[config.mk]
export PLATFORM = sky130hd
export DESIGN_NAME = systolic_operand_feeder
export DESIGN_NICKNAME = d
export VERILOG_FILES = /design/src/rtl/systolic_operand_feeder_pkg.sv /design/src/rtl/systolic_operand_feeder_operand_tile_buf.sv /design/src/rtl/systolic_operand_feeder.sv
export SDC_FILE = /design/constraint.sdc
export NUM_CORES = 1
export LEC_CHECK = 0
export ABC_CLOCK_PERIOD_IN_PS = 2700
export CAP_MARGIN = 25
export CORE_MARGIN = 8
export CORE_UTILIZATION = 52
export DETAILED_ROUTE_END_ITERATION = 16
export GPL_TIMING_DRIVEN = 0
export PLACE_DENSITY = 0.76
export SLEW_MARGIN = 25
export SYNTH_ARGS = -nofsm -noshare
export SYNTH_HDL_FRONTEND = slang
export SYNTH_HIERARCHICAL = 1
export SYNTH_SLANG_ARGS = --single-unit
[constraint.sdc]
create_clock -name clk_i -period 2.7 [get_ports clk_i]
set_clock_uncertainty 0.05 [all_clocks]
set_input_delay 0.54 -clock clk_i [delete_from_list [all_inputs] [get_ports clk_i]]
set_output_delay 0.54 -clock clk_i [all_outputs]
set_load 0.01 [all_outputs]
[src/rtl/systolic_operand_feeder_pkg.sv]
// Shared definitions for the systolic operand feeder.
// Contents:
//   feeder_state_e      : FSM states (IDLE, FEED, DONE)
//   calc_dim()          : number of lanes carried by one bus word
//   calc_feed_len()     : cycles spent in FEED for a DIM x DIM tile
//   lane_offset()       : bit offset of a lane inside a packed bus word
package systolic_operand_feeder_pkg;

    typedef enum logic [1:0] {
        ST_IDLE = 2'd0,
        ST_FEED = 2'd1,
        ST_DONE = 2'd2
    } feeder_state_e;

    localparam int DEF_DATA_WIDTH = 8;
    localparam int DEF_BUS_WIDTH  = 32;

    // Lanes per bus word; BUS_WIDTH is expected to be a multiple of DATA_WIDTH.
    function automatic int calc_dim(input int bus_width, input int data_width);
        return bus_width / data_width;
    endfunction

    // 2*DIM-1 cycles carry skewed data, then DIM-1 zero cycles drain the
    // last operands down to the far corner PE.
    function automatic int calc_feed_len(input int dim);
        return (3 * dim) - 2;
    endfunction

    // Bit offset of lane 'lane' in a packed word of 'width'-bit elements.
    function automatic int lane_offset(input int lane, input int width);
        return lane * width;
    endfunction

endpackage

[src/rtl/systolic_operand_feeder_operand_tile_buf.sv]
// operand_tile_buf: DIM-entry x BUS_WIDTH register file holding one operand
// tile edge (A columns or B rows), with a diagonally skewed read.
// Ports:
//   clk_i, rst_n_i : clock, asynchronous active-low reset
//   we_i           : write enable for entry wp_i
//   wp_i           : write pointer (vector index k)
//   wdata_i        : packed vector k, lane i in bits [i*DATA_WIDTH +: DATA_WIDTH]
//   t_i            : feed step used for the skewed read
//   rdata_o        : lane i = entry[t_i - i] lane i when 0 <= t_i-i < DIM, else 0
module operand_tile_buf
    import systolic_operand_feeder_pkg::*;
#(
    parameter int DATA_WIDTH = DEF_DATA_WIDTH,
    parameter int BUS_WIDTH  = DEF_BUS_WIDTH,
    parameter int DIM        = calc_dim(DEF_BUS_WIDTH, DEF_DATA_WIDTH),
    parameter int PTR_W      = (DIM > 1) ? $clog2(DIM) : 1,
    parameter int T_W        = $clog2(3 * DIM - 1)
) (
    input  logic                 clk_i,
    input  logic                 rst_n_i,
    input  logic                 we_i,
    input  logic [PTR_W-1:0]     wp_i,
    input  logic [BUS_WIDTH-1:0] wdata_i,
    input  logic [T_W-1:0]       t_i,
    output logic [BUS_WIDTH-1:0] rdata_o
);

    logic [BUS_WIDTH-1:0] mem_r [DIM];
    logic [BUS_WIDTH-1:0] rdata_s;

    // Storage: one packed vector per entry, written in load order.
    always_ff @(posedge clk_i or negedge rst_n_i) begin
        if (!rst_n_i) begin
            for (int k = 0; k < DIM; k++) begin
                mem_r[k] <= '0;
            end
        end else if (we_i) begin
            mem_r[wp_i] <= wdata_i;
        end else begin
            mem_r <= mem_r;
        end
    end

    // Skewed read: lane i lags lane 0 by i steps, so lane i shows entry t-i.
    // At most one k matches per lane, so OR-accumulating selects it.
    always_comb begin
        rdata_s = '0;
        for (int i = 0; i < DIM; i++) begin
            for (int k = 0; k < DIM; k++) begin
                rdata_s[lane_offset(i, DATA_WIDTH) +: DATA_WIDTH] =
                    rdata_s[lane_offset(i, DATA_WIDTH) +: DATA_WIDTH] |
                    ((t_i == T_W'(k + i)) ? mem_r[k][lane_offset(i, DATA_WIDTH) +: DATA_WIDTH]
                                          : {DATA_WIDTH{1'b0}});
            end
        end
    end

    assign rdata_o = rdata_s;

endmodule

[src/rtl/systolic_operand_feeder.sv]
// systolic_operand_feeder: buffers one DIM x DIM operand tile and replays it
// as diagonally skewed byte streams into the left (A) and top (B) edges of the
// PE array, holding start_operation high for the whole compute window.
// Ports:
//   clk_i, rst_n_i     : clock, asynchronous active-low reset
//   load_i             : write one A/B vector pair (accepted while not full, IDLE only)
//   load_a_i, load_b_i : packed A column k / B row k
//   go_i               : start feeding a full tile (IDLE only)
//   full_o             : DIM vectors loaded
//   busy_o             : FEED in progress
//   done_o             : one-cycle pulse after the last feed cycle
//   start_operation_o  : to PE start_operation_i, high throughout FEED
//   data_A_o, data_B_o : skewed lane streams into PE row i / column j
module systolic_operand_feeder
    import systolic_operand_feeder_pkg::*;
#(
    parameter int DATA_WIDTH = DEF_DATA_WIDTH,
    parameter int BUS_WIDTH  = DEF_BUS_WIDTH
) (
    input  logic                 clk_i,
    input  logic                 rst_n_i,
    input  logic                 load_i,
    input  logic [BUS_WIDTH-1:0] load_a_i,
    input  logic [BUS_WIDTH-1:0] load_b_i,
    input  logic                 go_i,
    output logic                 full_o,
    output logic                 busy_o,
    output logic                 done_o,
    output logic                 start_operation_o,
    output logic [BUS_WIDTH-1:0] data_A_o,
    output logic [BUS_WIDTH-1:0] data_B_o
);

    localparam int DIM      = calc_dim(BUS_WIDTH, DATA_WIDTH);
    localparam int FEED_LEN = calc_feed_len(DIM);
    localparam int T_W      = $clog2(3 * DIM - 1);
    localparam int PTR_W    = (DIM > 1) ? $clog2(DIM) : 1;
    localparam int CNT_W    = $clog2(DIM + 1);

    localparam logic [T_W-1:0]   T_LAST   = T_W'(FEED_LEN - 1);
    localparam logic [CNT_W-1:0] CNT_FULL = CNT_W'(DIM);
    localparam logic [PTR_W-1:0] WP_LAST  = PTR_W'(DIM - 1);

    feeder_state_e        state_r, state_nxt_s;
    logic [PTR_W-1:0]     wp_r, wp_nxt_s;
    logic [CNT_W-1:0]     cnt_r, cnt_nxt_s;
    logic [T_W-1:0]       t_r, t_nxt_s;
    logic                 we_s;
    logic                 busy_nxt_s, done_nxt_s, start_nxt_s, feed_nxt_s;

    logic                 full_r, busy_r, done_r, start_r;
    logic [BUS_WIDTH-1:0] data_a_r, data_b_r;
    logic [BUS_WIDTH-1:0] rd_a_s, rd_b_s;

    // The buffers are read at the next step so the registered outputs
    // already carry the t=0 values in the first FEED cycle.
    operand_tile_buf #(
        .DATA_WIDTH (DATA_WIDTH),
        .BUS_WIDTH  (BUS_WIDTH),
        .DIM        (DIM),
        .PTR_W      (PTR_W),
        .T_W        (T_W)
    ) u_buf_a (
        .clk_i   (clk_i),
        .rst_n_i (rst_n_i),
        .we_i    (we_s),
        .wp_i    (wp_r),
        .wdata_i (load_a_i),
        .t_i     (t_nxt_s),
        .rdata_o (rd_a_s)
    );

    operand_tile_buf #(
        .DATA_WIDTH (DATA_WIDTH),
        .BUS_WIDTH  (BUS_WIDTH),
        .DIM        (DIM),
        .PTR_W      (PTR_W),
        .T_W        (T_W)
    ) u_buf_b (
        .clk_i   (clk_i),
        .rst_n_i (rst_n_i),
        .we_i    (we_s),
        .wp_i    (wp_r),
        .wdata_i (load_b_i),
        .t_i     (t_nxt_s),
        .rdata_o (rd_b_s)
    );

    // Next-state, counter updates and next output values.
    always_comb begin
        state_nxt_s = state_r;
        wp_nxt_s    = wp_r;
        cnt_nxt_s   = cnt_r;
        t_nxt_s     = t_r;
        we_s        = 1'b0;
        busy_nxt_s  = 1'b0;
        done_nxt_s  = 1'b0;
        start_nxt_s = 1'b0;
        feed_nxt_s  = 1'b0;

        case (state_r)
            ST_IDLE: begin
                // Load and go both look at the pre-edge count.
                if (load_i && (cnt_r < CNT_FULL)) begin
                    we_s      = 1'b1;
                    wp_nxt_s  = (wp_r == WP_LAST) ? {PTR_W{1'b0}} : (wp_r + PTR_W'(1));
                    cnt_nxt_s = cnt_r + CNT_W'(1);
                end else begin
                    we_s      = 1'b0;
                end
                if (go_i && (cnt_r == CNT_FULL)) begin
                    state_nxt_s = ST_FEED;
                    t_nxt_s     = {T_W{1'b0}};
                    busy_nxt_s  = 1'b1;
                    start_nxt_s = 1'b1;
                    feed_nxt_s  = 1'b1;
                end else begin
                    state_nxt_s = ST_IDLE;
                end
            end
            ST_FEED: begin
                if (t_r == T_LAST) begin
                    state_nxt_s = ST_DONE;
                    t_nxt_s     = {T_W{1'b0}};
                    done_nxt_s  = 1'b1;
                end else begin
                    t_nxt_s     = t_r + T_W'(1);
                    busy_nxt_s  = 1'b1;
                    start_nxt_s = 1'b1;
                    feed_nxt_s  = 1'b1;
                end
            end
            ST_DONE: begin
                state_nxt_s = ST_IDLE;
                cnt_nxt_s   = {CNT_W{1'b0}};
                wp_nxt_s    = {PTR_W{1'b0}};
            end
            default: begin
                state_nxt_s = ST_IDLE;
                cnt_nxt_s   = {CNT_W{1'b0}};
                wp_nxt_s    = {PTR_W{1'b0}};
                t_nxt_s     = {T_W{1'b0}};
            end
        endcase
    end

    // State and counter registers.
    always_ff @(posedge clk_i or negedge rst_n_i) begin
        if (!rst_n_i) begin
            state_r <= ST_IDLE;
            wp_r    <= {PTR_W{1'b0}};
            cnt_r   <= {CNT_W{1'b0}};
            t_r     <= {T_W{1'b0}};
        end else begin
            state_r <= state_nxt_s;
            wp_r    <= wp_nxt_s;
            cnt_r   <= cnt_nxt_s;
            t_r     <= t_nxt_s;
        end
    end

    // Output registers; data lanes are forced to zero outside FEED.
    always_ff @(posedge clk_i or negedge rst_n_i) begin
        if (!rst_n_i) begin
            full_r   <= 1'b0;
            busy_r   <= 1'b0;
            done_r   <= 1'b0;
            start_r  <= 1'b0;
            data_a_r <= {BUS_WIDTH{1'b0}};
            data_b_r <= {BUS_WIDTH{1'b0}};
        end else begin
            full_r   <= (cnt_nxt_s == CNT_FULL);
            busy_r   <= busy_nxt_s;
            done_r   <= done_nxt_s;
            start_r  <= start_nxt_s;
            data_a_r <= feed_nxt_s ? rd_a_s : {BUS_WIDTH{1'b0}};
            data_b_r <= feed_nxt_s ? rd_b_s : {BUS_WIDTH{1'b0}};
        end
    end

    assign full_o            = full_r;
    assign busy_o            = busy_r;
    assign done_o            = done_r;
    assign start_operation_o = start_r;
    assign data_A_o          = data_a_r;
    assign data_B_o          = data_b_r;

endmodule

## Yosys cells after proc, flatten, opt, wreduce, memory -nomap -nowiden

Index checks and enable logic that the tools add are counted.

| storage, ports and cells | value |
|---|---|
| bits in registers | 334 |
| logic and storage cells | 125 |

| cells by class | value |
|---|---|
| reductions and logical operators | 6 |
| muxes and demuxes | 56 |
| eq/ne operators | 14 |
| order comparisons | 3 |
| bitwise logic cells | 26 |
| add/sub/neg operators | 3 |

Operators by type and width:

| operator | number |
|---|---|
| $bwmux 128 | 2 |
| $mux 8 | 32 |
| $or 8x8->8 | 24 |
| $mux 32 | 3 |
| $demux 32 s2 | 1 |
| $eq 4x3->1 const B | 3 |
| $pmux 4 s3 | 1 |
| $eq 4x2->1 const B | 2 |
| $mux 4 | 2 |
| $pmux 2 s2 | 2 |
| $mux 1 | 7 |
| $eq 3x3->1 const B | 2 |
| $mux 2 | 3 |
| $pmux 3 s2 | 1 |
| $add 4x1->4 const B | 1 |
| $eq 2x2->1 const B | 2 |
| $eq 4x1->1 const B | 1 |
| $eq 4x4->1 const B | 1 |
| $logic_not 4->1 | 1 |
| $ne 2x2->1 const B | 2 |
| $add 3x1->3 const B | 1 |
| $ge 3x3->1 const B | 1 |
| $logic_and 1x1->1 | 3 |
| $lt 3x1->1 const B | 1 |
| other kinds (9) | 9 |

## Longest topological paths before layout

| logic depth | value |
|---|---|
| depth after elaboration | 10 |
| gate-level depth with buffers | 12 |
| mapped depth without buffers | 9 |

## Cells and area by module

Netlist, hierarchy kept.

Modules (own cells, without submodules):

| module | cells an instance | area an instance (um2) | instances |
|---|---|---|---|
| operand_tile_buf | 392 | 5,642.9 | 2 |
| systolic_operand_feeder | 197 | 2,777.7 | 1 |

## Worst setup path after synthesis

OpenSTA, ideal clock, no wires.

| timing | value |
|---|---|
| path kind | register to register |
| start | register cnt_r[0] |
| end | register data_b_r[22] (netlist: data_B_o[22]) |
| cell stages (with the launch flop) | 11 |
| path buffers | 2 |
| arrival | 2.782 ns |
| slack | -0.251 ns |
| path through | dfrtp_1 > inv_1 > ha_1 > nand4b_4 > nand2_1 > a31oi_1 > and4bb_1 > buf_6 > buf_6 > a221o_1 > and2_1 |

| on the way | value |
|---|---|
| word-level cells in the longest chain between the ends | 10 |
| elaborated cells between the ends (all ways) | 18 |
| classes of those cells | eq/ne: 5; mux: 9; bitwise: 3; reduce/logical: 1 |

RTL lines:

| item | line | source |
|---|---|---|
| start: declaration | systolic_operand_feeder.sv:46 | `logic [CNT_W-1:0] cnt_r, cnt_nxt_s;` |
| start signal: assignment | systolic_operand_feeder.sv:152 | `cnt_r <= {CNT_W{1'b0}};` |
| start signal: assignment | systolic_operand_feeder.sv:157 | `cnt_r <= cnt_nxt_s;` |
| $eq 3x3->1 (*) | systolic_operand_feeder.sv:111 | `if (go_i && (cnt_r == CNT_FULL)) begin` |
| $logic_and 1x1->1 (*) | systolic_operand_feeder.sv:111 |  |
| $mux 4 (*) | systolic_operand_feeder.sv:111 |  |
| $pmux 4 s3 (*) | systolic_operand_feeder.sv:101 | `case (state_r)` |
| named net t_nxt_s[3] | systolic_operand_feeder.sv:47 | `logic [T_W-1:0] t_r, t_nxt_s;` |
| $eq 4x2->1 | systolic_operand_feeder_operand_tile_buf.sv:52 | `((t_i == T_W'(k + i)) ? mem_r[k][lane_offset(i, DATA_WIDTH) +: DATA_WIDTH]` |
| $mux 8 | systolic_operand_feeder_operand_tile_buf.sv:52 |  |
| $or 8x8->8 (2 in a row) | systolic_operand_feeder_operand_tile_buf.sv:51 | `rdata_s[lane_offset(i, DATA_WIDTH) +: DATA_WIDTH] \|` |
| $or 8x8->8 (*) | systolic_operand_feeder_operand_tile_buf.sv:51 |  |
| named net rd_b_s[22] | systolic_operand_feeder.sv:53 | `logic [BUS_WIDTH-1:0] rd_a_s, rd_b_s;` |
| $mux 32 (*) | systolic_operand_feeder.sv:177 | `data_b_r <= feed_nxt_s ? rd_b_s : {BUS_WIDTH{1'b0}};` |
| end signal: assignment | systolic_operand_feeder.sv:170 | `data_b_r <= {BUS_WIDTH{1'b0}};` |
| end signal: assignment | systolic_operand_feeder.sv:177 |  |
| end: declaration | systolic_operand_feeder.sv:52 | `logic [BUS_WIDTH-1:0] data_a_r, data_b_r;` |

Mark *: on every way through the listed nets, which the timed path passes. The rest lies on a longest branch.
A chain may end at the register's enable or synchronous reset.

## Worst setup path in the final report

| timing | value |
|---|---|
| start | register t_r[1] |
| end | register data_b_r[1] (netlist: data_B_o[1]) |

| on the way | value |
|---|---|
| word-level cells in the longest chain between the ends | 9 |
| elaborated cells between the ends (all ways) | 19 |
| classes of those cells | add/sub: 1; eq/ne: 4; mux: 10; bitwise: 3; reduce/logical: 1 |

RTL lines:

| item | line | source |
|---|---|---|
| start: declaration | systolic_operand_feeder.sv:47 |  |
| start signal: assignment | systolic_operand_feeder.sv:153 | `t_r <= {T_W{1'b0}};` |
| start signal: assignment | systolic_operand_feeder.sv:158 | `t_r <= t_nxt_s;` |
| $add 4x1->4 or $eq 4x4->1 (tied branches) | systolic_operand_feeder.sv:127, systolic_operand_feeder.sv:122 |  |
| $mux 4 (*) | systolic_operand_feeder.sv:122 | `if (t_r == T_LAST) begin` |
| $pmux 4 s3 (*) | systolic_operand_feeder.sv:101 |  |
| named net t_nxt_s[3] | systolic_operand_feeder.sv:47 |  |
| $eq 4x1->1 or $logic_not 4->1 (tied branches) | systolic_operand_feeder_operand_tile_buf.sv:52 |  |
| $mux 8 | systolic_operand_feeder_operand_tile_buf.sv:52 |  |
| $or 8x8->8 (2 in a row) | systolic_operand_feeder_operand_tile_buf.sv:51 |  |
| $or 8x8->8 (*) | systolic_operand_feeder_operand_tile_buf.sv:51 |  |
| named net rd_b_s[1] | systolic_operand_feeder.sv:53 |  |
| $mux 32 (*) | systolic_operand_feeder.sv:177 |  |

Marks and branches as above.

==> results.json <==
{
  "critPathBufInv": 4,
  "path_cells": "inv_1 > ha_1 > nand3b_1 > buf_4 > nand3_2 > a31oi_4 > and4bb_1 > buf_6 > buf_6 > a221o_1 > and2_1",
  "die_w_um": 180.5,
  "clkTransAtPathRegs_ns": 0.06,
  "use_met1_pct": 26.15,
  "async_flop_share_pct": 100.0,
  "crit_start": "t_r[1]",
  "max-slew-margin-rel_pct": 65.61,
  "critPathKind": "flop to flop",
  "ant_nets": 0,
  "initial_core_util_pct": 52.62,
  "grt_max_degree": 96,
  "nets": 1252,
  "crit_family": "compound AO/OA/AOI/OAI gates",
  "grt_pass1_wl_mm": 51.03,
  "power.density_nw_per_um2": 1254,
  "min_period_over_period_pct": 97.96,
  "routed_wirelength_mm": 31.97,
  "fin_crit_ns": 2.645,
  "synth_nets": 1054,
  "worst_slew_pin_slew_ns": 0.5158,
  "gp_congestion": 0.7331,
  "insertion_delay_ns": 0.51,
  "htree_levels": 2,
  "grt_pass1_vias": 9393,
  "antenna_cells": 0,
  "synth_top_area_share_pct": 59.43,
  "hold_path_depth": 1,
  "gr-max-usage-layer": "met2",
  "status": "complete, no violations",
  "grt_overflow": 0,
  "first_iter_violations": 550,
  "maxCapViolCount": 0,
  "firstDrtPassIters": 5,
  "vias_per_cell": 5.731,
  "p_leak_uw": 0.007732,
  "use_met3_pct": 4.073,
  "via_count": 8854,
  "globalRouteMet2Util_pct": 31.26,
  "synth_edf_count": 0,
  "dp_hpwl_mm": 20.54,
  "cts_tree": "done",
  "synthFlopType": "dfrtp_1",
  "hold_viol": 0,
  "clockBufferDepth": 3,
  "final_core_util_pct": 65.14,
  "internal_power_uw": 14710,
  "ios": 136,
  "timing.critical_path.mode_cell": "buf_6",
  "route.detailed.wl_per_inst_um": 20.69,
  "netlist_area_um2": 14060,
  "ys_warn_count": 6,
  "clkSinkCount": 334,
  "tns_ns": 0,
  "seq_power_share_pct": 38.9,
  "fmax_mhz": 378.1,
  "synth_cell_types": 39,
  "start_kind": "flop",
  "clkPwrFrac_pct": 21.6,
  "p_sw_uw": 7113,
  "route.detailed.drc": 0,
  "min_path_type": "flop to flop",
  "critPathArrivalTime_ns": 2.99,
  "area_growth_pct": 23.78,
  "clock-root-buffer": "clkbuf_16",
  "placementRows": 60,
  "synth_largest_area_cell": "dfrtp_1",
  "slowest_delay_ns": 0.40,
  "cp.depth": 11,
  "synthTopCellsByArea": "dfrtp_1 59%, mux2_2 20%, a22oi_1 3.5%",
  "slew_viol_final": 0,
  "worst-r2r-cell-count": 11,
  "switching_share_pct": 32.59,
  "crit_fanout": 10,
  "setup_viol": 0,
  "vdd_drop_max_mv": 0.6843,
  "numCtsBuffers": 36,
  "fp.dieH_um": 180.5,
  "cp_data_required_time_ns": 3.04,
  "ys_seq_area_share_pct": 59.43,
  "drive_gt1_share_pct": 34.97,
  "grt.total_usage_pct": 19.34,
  "core_um2": 26730,
  "portBuffers": 135,
  "pre_cts_slack_ns": -0.8197,
  "synth_cells": 981,
  "critPathSlowestCell": "dfrtp_1",
  "dieArea_um2": 32560,
  "avgSynthCellArea_um2": 14.34,
  "min_from": "u_buf_a/mem_r[50]",
  "crit_path_end_kind": "flop",
  "ys_seq_elements": 334,
  "fin_ws_ns": 0.05517,
  "combPwrFrac_pct": 39.6,
  "antenna_found_initial": 0,
  "r2r-start": "t_r[1]"
}
cell families after synthesis:
group                    after synthesis  synth area share, %
buffers and inverters                 69                3.176
multiplexers                         292                23.06
AO/OA/AOI/OAI                        137                7.340
XOR/XNOR                               1              0.06229
flip-flops                           334                59.43
AND/OR/NAND/NOR                      143                6.486
adder cells (fa/ha/maj)                5               0.4448
power by group through the flow:
stage	combinational, uW	sequential, uW	clock (uW)
finish	8640	8490	4700
detailed placement	8090	8500	0
floorplan	5430	8360	0
global placement	7850	8410	0
CTS	8450	8440	4840
global route	9330	8730	5040
final timing paths:
check                               endpoint  slack, ns
max                              data_B_o[1]       0.06
min                        u_buf_a/mem_r[50]       0.45
max reg2reg                      data_B_o[1]       0.06
min reg2reg                u_buf_a/mem_r[50]       0.45
max in group asynchronous  u_buf_a/mem_r[92]       0.82
min in group asynchronous   u_buf_a/mem_r[3]       0.52
cells in the final DEF, fill, tap and decap left out, drive strengths merged, types with 3 or more instances in the layout:
cell type / synthesis / routed
a221o: 32 / 32
a22oi: 65 / 65
a31oi: 2 / 3
and2: 64 / 64
and2b: 4 / 4
buf: 60 / 82
clkbuf: 4 / 60
clkdlybuf4s50: 0 / 134
clkinv: 0 / 6
dfrtp: 334 / 334
ha: 5 / 5
inv: 5 / 6
mux2: 256 / 256
mux2i: 36 / 37
nand3: 6 / 6
nand3b: 6 / 6
nor2: 37 / 37
nor3: 3 / 3
nor3b: 5 / 5
o21ai: 33 / 33
or3: 3 / 3
synth_stat cells, drive strengths merged (2+ instances only):
cell type and instances:
a221o 32, a22oi 65, a31oi 2, and2 64, and2b 4, and4bb 2, buf 60, clkbuf 4
dfrtp 334, ha 5, inv 5, mux2 256, mux2i 36, nand2 2, nand2b 2, nand3 6
nand3b 6, nor2 37, nor2b 2, nor3 3, nor3b 5, nor4b 2, o21ai 33, o2bb2ai 2
or2 2, or3 3, or3b 2
state kept, by name, summed over array words and instances, names as in the netlist:
register	flops
u_buf_a/mem_r	128
u_buf_b/mem_r	128
data_A_o	32
data_B_o	32
t_r	4
cnt_r	3
state_r	2
wp_r	2
done_o	1
full_o	1
start_operation_o	1
routing by layer:
metal | wire length, um | up-vias | part of all wire (%)
met5 | 0 | - | 0
met4 | 448 | 0 | 1.4
met3 | 1662 | 42 | 5.2
met2 | 15500 | 227 | 48
met1 | 14350 | 4605 | 45
li1 | - | 3980 | -
cell type report:
type                            count  area, um^2
Fill cell                        1961        9318
Sequential cell                   334        8362
Multi-Input combinational cell    580        5394
Timing Repair Buffer              161        1614
Clock buffer                       55        1062
Buffer                             61       450.4
Tap cell                          341       426.7
Clock inverter                      8       80.08
Inverter                            5       18.77
metrics by stage:
step                      hold WS [ns]  cell area [um^2]  instances  total power, uW
after floorplan                 0.1944             14070        981            13790
after global placement          0.4364             15850       1457            16260
after detailed placement        0.4428             15950       1460            16590
after CTS                       0.4561             17290       1540            21730
after global routing            0.4604             17410       1545            23100
final                           0.4515             17410       1545            21830
what timing repair did:
action,CTS,global route
setup buffers,18,4
hold buffers,1,0
cloned,0,2
resized for setup,14,18
hold endpoints to repair,66,0
pin swaps,2,3
setup endpoints to repair,124,115
worst reg2reg max path, cell delays in order, from the launching register on:
cell and delay (ns):
dfrtp_1 0.40, inv_1 0.11, ha_1 0.21, nand3b_1 0.15, buf_4 0.16, nand3_2 0.12, a31oi_4 0.29, and4bb_1 0.23
buf_6 0.14, buf_6 0.15, a221o_1 0.39, and2_1 0.16
Power figures use the tool's default switching activity.
==> variant, RTL diff (same flow settings) <==
Set the package constant `DEF_DATA_WIDTH` to 16 (it was 8).
--- a/src/rtl/systolic_operand_feeder_pkg.sv
+++ b/src/rtl/systolic_operand_feeder_pkg.sv
@@ -13,5 +13,5 @@
     } feeder_state_e;
 
-    localparam int DEF_DATA_WIDTH = 8;
+    localparam int DEF_DATA_WIDTH = 16;
     localparam int DEF_BUS_WIDTH  = 32;
 
Check against the original RTL: not equivalent (Yosys sat finds a counterexample within 4 cycles, from zero or initial values and one cycle with rst_n_i low).
==> variant against the unedited design <==
  * Area after synthesis decreased by 38%
  * Die area decreased by 35%
  * Combinational power decreased by 33%
  * Design area decreased by 36%
  * Sequential cell count decreased by 131
  * Routed wire length fell by 42%
  * Power decreased by 37%
  * Critical path depth shrank 2
  * Largest cell class unchanged
  * Worst setup slack improved by 270 ps
  * Via count fell by 39%
  * Count of clock-buffer cells in the layout fell by 20
==> variant: results (changes against the unedited design) <==
.. list-table::
   :header-rows: 1

   * - Metric
     - Value
   * - Post-synth net total
     - 708 (was 1054)
   * - Status
     - finished clean (unchanged)
   * - Highest cell delay on the worst timing path
     - 480 ps (was 400 ps)
   * - Multi-input logic cell count
     - 355 (was 580)
   * - GRT Resource Usage Total
     - 0.176 (was 0.193)
   * - Average detailed-routed wire length per instance
     - 17.9 um (was 20.7 um)
   * - Number of synthesized register bits
     - 203 (was 334)
   * - Sequential share of cell area
     - 0.455 (was 0.480)
   * - Number of antenna violations at the first check in global routing
     - 1 (was 0)
   * - Detail-routed via count per cell
     - 5.23 (was 5.73)
   * - Share of final layout cell area taken by non-clock buffers
     - 0.160 (was 0.119)
   * - Placed Cells
     - 995 (was 1460)
   * - Count of unique library cells instantiated by Yosys
     - 33 (was 39)
   * - Critical path arrival
     - 2700 ps (was 2990 ps)
   * - Post-synthesis compound-gate area fraction
     - 0.0554 (was 0.0734)
   * - Via count
     - 5407 (was 8854)
   * - Startpoint of the most critical setup path
     - cnt_r[0] (was t_r[1])
   * - Xor/xnor share of the synthesized area
     - 0.00200 (was 0.000623)
   * - Critical-path cell with the highest stage delay
     - sky130_fd_sc_hd__and3_1 (was sky130_fd_sc_hd__dfrtp_1)
   * - Half-perimeter wire length after placement
     - 12700 um (was 20500 um)
   * - Number of signal-net buffers in the layout
     - 182 (was 222)
   * - Top post-synthesis cells by count
     - 203 x sky130_fd_sc_hd__dfrtp_1, 124 x sky130_fd_sc_hd__mux2_2, 64 x sky130_fd_sc_hd__and2_1 (was 334 x sky130_fd_sc_hd__dfrtp_1, 256 x sky130_fd_sc_hd__mux2_2, 65 x sky130_fd_sc_hd__a22oi_1)
   * - Inverters
     - 36 (was 5)
   * - Ranking of synthesized cells by area
     - sky130_fd_sc_hd__dfrtp_1 58%, sky130_fd_sc_hd__mux2_2 16%, sky130_fd_sc_hd__and2_1 4.6% (was sky130_fd_sc_hd__dfrtp_1 59%, sky130_fd_sc_hd__mux2_2 20%, sky130_fd_sc_hd__a22oi_1 3.5%)
   * - DRC marker count from the first detailed-route iteration
     - 209 (was 550)
   * - Total setup buffers inserted after CTS
     - 0 (was 18)
   * - Crit-path max FO
     - 13 (was 10)
   * - Mean Syn Cell Area
     - 13.7 um2 (was 14.3 um2)
   * - Top Family by Delay on Critical Path
     - simple AND/OR/NAND/NOR gates (was compound AO/OA/AOI/OAI gates)
   * - Placer Congestion
     - 0.755 (was 0.733)
   * - Fraction of the yosys area taken by sequential cells
     - 0.580 (was 0.594)
   * - Clkbuf count
     - 35 (was 55)
   * - Num CTS Buffers
     - 22 (was 36)
   * - Leakage power
     - 5.02 nW (was 7.73 nW)
   * - Adder and majority gate portion of the synthesized area
     - 0.00286 (was 0.00445)
   * - IR drop worst, VDD
     - 0.617 mV (was 0.684 mV)
   * - Post-synthesis mux area share
     - 0.203 (was 0.231)
   * - # H-tree levels
     - 1 (was 2)
   * - Wire length of the first global-routing pass
     - 31100 um (was 51000 um)
variant: cell types whose count changed after synthesis, moves of 12 or more:
cell and delta:
sky130_fd_sc_hd__a221o_1 -32, sky130_fd_sc_hd__a22oi_1 -65, sky130_fd_sc_hd__buf_2 -23, sky130_fd_sc_hd__dfrtp_1 -131
sky130_fd_sc_hd__inv_1 +31, sky130_fd_sc_hd__mux2_2 -132, sky130_fd_sc_hd__nand2b_1 +35, sky130_fd_sc_hd__o21ai_0 -25
sky130_fd_sc_hd__o32ai_1 +12, sky130_fd_sc_hd__o32ai_2 +20
variant: final timing paths:
check                                    endpoint  slack [ps]  cells after the start
worst max-delay path                 data_A_o[11]         330                      9
worst min-delay path            u_buf_b/mem_r[57]         450                      2
worst max register to register       data_A_o[11]         330                      9
worst min register to register  u_buf_b/mem_r[32]         450                      1
max in group asynchronous            data_A_o[12]        1040                      4
min in group clk_i              u_buf_b/mem_r[32]         450                      1
variant: routing by layer:
layer,GRT usage,vias to the layer above,share of wire
met2,0.291,139,0.49
met4,0.0406,2,0.011
met1,0.226,2762,0.43
met3,0.0498,27,0.069
li1,-,2477,-
met5,0,-,0.00070
variant: cell families (layout without fill, tap and decap cells):
family                     after synthesis  count (layout)
and+or+nand+nor                        152             152
adders and majority gates                2               2
buffers and inverters                   80             256
xor gates and xnor gates                 2               2
AOI/OAI and AO/OA                       39              39
muxes                                  160             160
DFF                                    203             203
variant: metrics by stage:
stage	cell area, um2	power [mW]
after detailed placement	10400	11.0
after global routing	11200	14.7
after global placement	10400	10.8
after CTS	11200	14.0
after floorplan	8760	9.08
final	11200	13.8
variant: power breakdown:
part / total (mW) / switching [mW] / internal, mW
registers: 5.12 / 0.672 / 4.45
clock network: 2.89 / 1.13 / 1.76
logic: 5.82 / 2.57 / 3.25
total: 13.8 / 4.37 / 9.46
